[src/rtl/mem_arb_pkg.sv]
// Shared types and default widths for the two-port memory arbiter.
// Kept separate so the arbiter and the round-robin selector agree on encodings.
package mem_arb_pkg;

   localparam int ADDR_W_DEF = 32;
   localparam int DATA_W_DEF = 256;

   typedef enum logic [1:0] {
      IDLE = 2'd0,
      BUSY = 2'd1,
      DONE = 2'd2
   } state_t;

endpackage

[src/rtl/mem_arb_rr.sv]
// Two-way round-robin pick: on a tie the port that did not win last time is chosen.
// Purely combinational; the owner history lives in the arbiter.
module mem_arb_rr (
   input  logic req0,
   input  logic req1,
   input  logic last_owner,
   output logic grant_valid,
   output logic grant_idx
);

   always_comb begin
      grant_valid = req0 | req1;
      if (req0 && req1) begin
         grant_idx = ~last_owner;
      end else begin
         grant_idx = req1;
      end
   end

endmodule

[src/rtl/mem_arbiter.sv]
// Arbitrates an instruction-cache port (0) and a data-cache port (1) onto one
// memory channel with a three-state IDLE/BUSY/DONE transaction sequencer.
module mem_arbiter
   import mem_arb_pkg::*;
#(
   parameter int ADDR_W = ADDR_W_DEF,
   parameter int DATA_W = DATA_W_DEF
) (
   input  logic              clk_i,
   input  logic              rst_i,

   input  logic              p0_enable_i,
   input  logic              p0_write_i,
   input  logic [ADDR_W-1:0] p0_addr_i,
   input  logic [DATA_W-1:0] p0_data_i,
   output logic [DATA_W-1:0] p0_data_o,
   output logic              p0_ack_o,

   input  logic              p1_enable_i,
   input  logic              p1_write_i,
   input  logic [ADDR_W-1:0] p1_addr_i,
   input  logic [DATA_W-1:0] p1_data_i,
   output logic [DATA_W-1:0] p1_data_o,
   output logic              p1_ack_o,

   output logic              mem_enable_o,
   output logic              mem_write_o,
   output logic [ADDR_W-1:0] mem_addr_o,
   output logic [DATA_W-1:0] mem_data_o,
   input  logic [DATA_W-1:0] mem_data_i,
   input  logic              mem_ack_i,

   output logic [1:0]        grant_o,
   output logic              err_o
);

   state_t            state_q, state_d;
   logic              owner_q;
   logic              last_owner_q;
   logic              lat_write_q;
   logic [ADDR_W-1:0] lat_addr_q;
   logic [DATA_W-1:0] lat_data_q;
   logic [DATA_W-1:0] p0_line_q, p1_line_q;
   logic              err_q;

   logic              grant_valid;
   logic              grant_idx;
   logic              take_grant;
   logic              done_ack;
   logic              owner_enable;
   logic              err_set;

   mem_arb_rr u_rr (
      .req0        (p0_enable_i),
      .req1        (p1_enable_i),
      .last_owner  (last_owner_q),
      .grant_valid (grant_valid),
      .grant_idx   (grant_idx)
   );

   assign take_grant   = (state_q == IDLE) && grant_valid;
   assign done_ack     = (state_q == BUSY) && mem_ack_i;
   assign owner_enable = owner_q ? p1_enable_i : p0_enable_i;
   // Stray acks outside BUSY and an owner abandoning its request both flag errors.
   assign err_set      = (mem_ack_i && (state_q != BUSY)) ||
                         ((state_q == BUSY) && !owner_enable);

   // NOTE: every output of an always_comb gets a default first so no path leaves it unassigned (no latch).
   always_comb begin
      state_d = state_q;
      case (state_q)
         IDLE:    if (grant_valid) state_d = BUSY;
         BUSY:    if (mem_ack_i)   state_d = DONE;
         DONE:    state_d = IDLE;
         default: state_d = IDLE;
      endcase
   end

   // NOTE: state registers use non-blocking assignments so all flops update together at the edge.
   always_ff @(posedge clk_i or negedge rst_i) begin
      if (!rst_i) begin
         state_q      <= IDLE;
         owner_q      <= 1'b0;
         last_owner_q <= 1'b1;
         lat_write_q  <= 1'b0;
         lat_addr_q   <= '0;
         lat_data_q   <= '0;
         p0_line_q    <= '0;
         p1_line_q    <= '0;
         err_q        <= 1'b0;
      end else begin
         state_q <= state_d;
         if (take_grant) begin
            owner_q      <= grant_idx;
            last_owner_q <= grant_idx;
            lat_write_q  <= grant_idx ? p1_write_i : p0_write_i;
            lat_addr_q   <= grant_idx ? p1_addr_i  : p0_addr_i;
            lat_data_q   <= grant_idx ? p1_data_i  : p0_data_i;
         end
         if (done_ack && !owner_q) p0_line_q <= mem_data_i;
         if (done_ack &&  owner_q) p1_line_q <= mem_data_i;
         if (err_set)              err_q     <= 1'b1;
      end
   end

   // The memory side only sees the latched request while BUSY; otherwise it is quiet.
   always_comb begin
      mem_enable_o = (state_q == BUSY);
      mem_write_o  = (state_q == BUSY) ? lat_write_q : 1'b0;
      mem_addr_o   = (state_q == BUSY) ? lat_addr_q  : '0;
      mem_data_o   = (state_q == BUSY) ? lat_data_q  : '0;
   end

   always_comb begin
      p0_ack_o  = done_ack && !owner_q;
      p1_ack_o  = done_ack &&  owner_q;
      p0_data_o = p0_ack_o ? mem_data_i : p0_line_q;
      p1_data_o = p1_ack_o ? mem_data_i : p1_line_q;
      grant_o   = (state_q == IDLE) ? 2'b00 : (owner_q ? 2'b10 : 2'b01);
      err_o     = err_q;
   end

endmodule

[config.mk]
export PLATFORM = sky130hd
export DESIGN_NAME = mem_arbiter
export DESIGN_NICKNAME = d
export VERILOG_FILES = /design/src/rtl/mem_arb_pkg.sv /design/src/rtl/mem_arb_rr.sv /design/src/rtl/mem_arbiter.sv
export SDC_FILE = /design/constraint.sdc
export NUM_CORES = 1
export LEC_CHECK = 0
export BUFFER_PORTS_ARGS = -buffer_cell sky130_fd_sc_hd__buf_2
export CORE_AREA = 10 10 637 639
export CTS_CLUSTER_DIAMETER = 50
export DETAILED_ROUTE_END_ITERATION = 6
export DIE_AREA = 0 0 647 649
export HOLD_SLACK_MARGIN = 0.05
export PLACE_DENSITY = 0.36
export SKIP_CTS_REPAIR_TIMING = 1
export SLEW_MARGIN = 0
export SYNTH_ARGS = -nofsm -noshare
export SYNTH_HDL_FRONTEND = slang
export SYNTH_SLANG_ARGS = --single-unit
[constraint.sdc]
create_clock -name clk_i -period 4.15 [get_ports clk_i]
set_input_delay 0.415 -clock clk_i [delete_from_list [all_inputs] [get_ports clk_i]]
set_output_delay 0.415 -clock clk_i [all_outputs]
set_load 0.01 [all_outputs]
==> flow_summary.yaml <==
outcome:
  status: "complete, no violations"
worst_setup_path:
  crit_path_end: "p0_data_o[146]"
  slowest_stage: "mux2_2"
  worstSetupPathType: "flop to output pin"
  timing.critical_path.required_ns: 3.73
  crit_start: "state_q[1]$_DFFE_PN0P_"
  cp_max_fo: 91
  cp_cell_sequence: "nand2b_1 > nor3b_4 > buf_4 > buf_12 > mux2_2 > buf_2"
  reg2reg_from: "last_owner_q$_DFFE_PN1P_"
  ff2ff_path_depth: 5
  cp-end-kind: "output pin"
  r2r_end: "lat_data_q[76]$_DFFE_PN0P_"
  cp.arrival_ns: 3.36
  worstSetupStartpointType: "flop"
  r2r_slack_ns: 1.01
  critPathMaxStageDelay_ns: 0.42
detailed_routing:
  first_pass_iters: 7
  drc: 0
  wl_per_cell_um: 29.3
  drt_iter0_markers: 1753
  vias: 32100
  drt-total-wl_mm: 303
  viasPerCell: 3.11
  detail-route-antenna-nets: 0
global_route:
  grt_pass1_vias: 30600
  antenna_found_initial: 280
  grt_max_degree: 156
  grt.total_usage_pct: 13.6
  grt_pass1_wl_mm: 370
  grt_overflow: 0
timing:
  tns_ns: 0
  maxSlewHeadroom_pct: 33.6
  rsz0062_at_grt: "false"
  timing.final.hold_violations: 0
  min_period_ns: 3.77
  worstMarginPinSlew_ns: 0.997
  drv_slew: 0
  finalClockSkew_ns: 0.0473
  period_share_pct: 90.9
  setup-violations-final: 0
  max_freq_mhz: 265
  holdWs_ns: 0.0831
die:
  io_pins: 1646
  fp.dieArea_mm2: 0.420
  coreArea_mm2: 0.392
  fp.dieW_um: 647
  dieHeight_um: 649
  num_rows: 230
  start_util_pct: 9.00
clock_tree:
  clkTransAtPathRegs_ns: 0.05
  insertion_delay_ns: 0.87
  cts_sinks: 806
  clockBufferDepth: 4
  cts_tree: "yes"
  h-tree-depth: 4
  cts-root-buf: "clkbuf_16"
  numCtsBuffers: 168
yosys:
  synth.avg_cell_area_um2: 15.0
  synth-seq-cells: 806
  synth_area_mm2: 0.0353
  ys_seq_area_share_pct: 57.2
  netlist_instances: 2356
  synth.distinct_cells: 21
  syn_nets: 3195
  yosys_warnings: 0
job:
  max_cap_violations: 0
placed_design:
  hpwlAfterDp_mm: 261
  gp_congestion: 0.951
  numPortBuffers: 1645
layout:
  final_cell_mix: "buf_2, mux2_2, dfrtp_1"
  areaGrowthSynthToFinish_pct: 81.0
  layout_commonest_cell: "buf_2"
  fill_cells: 43900
  nNetsFinal: 5710
  drive_gt1_share_pct: 57.9
power:
  p_leak_nw: 28.1
  p_per_area_mw_per_mm2: 765
  vdd_drop_max_v: 0.000469
worst_hold_path:
  hp-class: "primary input to flop"
## synth_stat cells
cell      instances  area [um2]
o21bai_1          1        7.51
o21a_1            1        7.51
a211oi_1          1        7.51
mux2_1          201        2260
buf_2            81         405
nand3_1           1        5.00
nor3b_2           1        12.5
mux2_2          891       10000
nor2b_1           2        12.5
nor2_1            2        7.51
inv_1             2        7.51
dfstp_2           1        26.3
buf_4             3        22.5
a21bo_1           1        10.0
nand2b_1          1        6.26
a211o_1           1        8.76
and2_1          290        1810
clkbuf_1         44         165
a21boi_0          1        7.51
buf_6            25         282
dfrtp_1         805       20100
## layer usage
layer  vias up  global-route usage, %  share of wire (%)
li1      13500                      -                  -
met1     16200                   14.7                 37
met2      1702                   24.4                 50
met3       618                   5.83                9.6
met4       102                   3.01                2.9
met5         -                      0               0.21
## power breakdown
| group | internal (mW) | switching (mW) | leakage [nW] |
|---|---|---|---|
| sequential | 11.9 | 1.28 | 9.53 |
| clock | 9.12 | 5.07 | 2.80 |
| combinational | 9.18 | 12.3 | 15.8 |
| total | 30.2 | 18.6 | 28.1 |
## layout make-up
| class | instances | area (um2) | area share, % |
|---|---|---|---|
| flip-flops and latches | 806 | 20200 | 31.6 |
| repair buffers | 2498 | 16800 | 26.3 |
| inverters | 2 | 15.0 | 0.0235 |
| multi-input cells | 1395 | 14200 | 22.3 |
| clock buffers | 207 | 4600 | 7.21 |
| well taps | 5220 | 6530 | 10.2 |
| clock inverters | 99 | 1210 | 1.90 |
| diodes | 101 | 253 | 0.396 |
## per-stage QoR
| step | instance area, um2 | cells | utilization [%] | worst slack, ns | total power, mW |
|---|---|---|---|---|---|
| floorplan | 35300 | 2356 | - | 2.11 | 23.4 |
| global placement | 49900 | 9133 | 12.7 | 1.15 | 34.3 |
| detailed placement | 49900 | 9133 | 12.7 | 1.13 | 34.5 |
| CTS | 55700 | 9439 | 14.2 | 0.165 | 49.1 |
| global route | 63700 | 10300 | 16.2 | 0.142 | 51.5 |
| finish | 63800 | 10300 | 16.3 | 0.376 | 48.8 |
## worst max-delay path: cells and delay by family (launching register included)
family                 cells  cell delay [ns]
buffers and inverters      3             0.87
flip-flops                 1             0.36
multiplexers               1             0.42
AND/OR/NAND/NOR            2             0.72
## worst min-delay path by stage
stage / to / startpoint / slack (ns) / cells after the start
after floorplan: err_o$_DFFE_PN0P_ / rst_i / 0.12 / 0
after global placement: err_o$_DFFE_PN0P_ / err_o$_DFFE_PN0P_ / 0.47 / 1
after detailed placement: err_o$_DFFE_PN0P_ / err_o$_DFFE_PN0P_ / 0.47 / 1
after CTS: p1_line_q[157]$_DFF_PN0_ / rst_i / -0.45 / 1
after global routing: lat_data_q[39]$_DFFE_PN0P_ / p1_data_i[39] / 0.05 / 3
final: lat_data_q[39]$_DFFE_PN0P_ / p1_data_i[39] / 0.08 / 3
## state kept, by name, summed over array words and instances (netlist names)
register and flops:
p1_line_q 256, err_o 1, p0_line_q 256, lat_data_q 256, lat_write_q 1, owner_q 1
state_q 2, lat_addr_q 32, last_owner_q 1
## cell families (layout without fill, tap and decap cells)
logic type             after synthesis  count (layout)  synth area share (%)
muxes                             1092            1092                  34.9
DFF                                806             806                  57.2
and+or+nand+nor                    297             297                  5.27
buffers and inverters              155            2806                  2.50
AOI/OAI and AO/OA                    6               6                 0.138
other                                0             101                     0
Note: power is estimated with default switching activity, not from simulation.
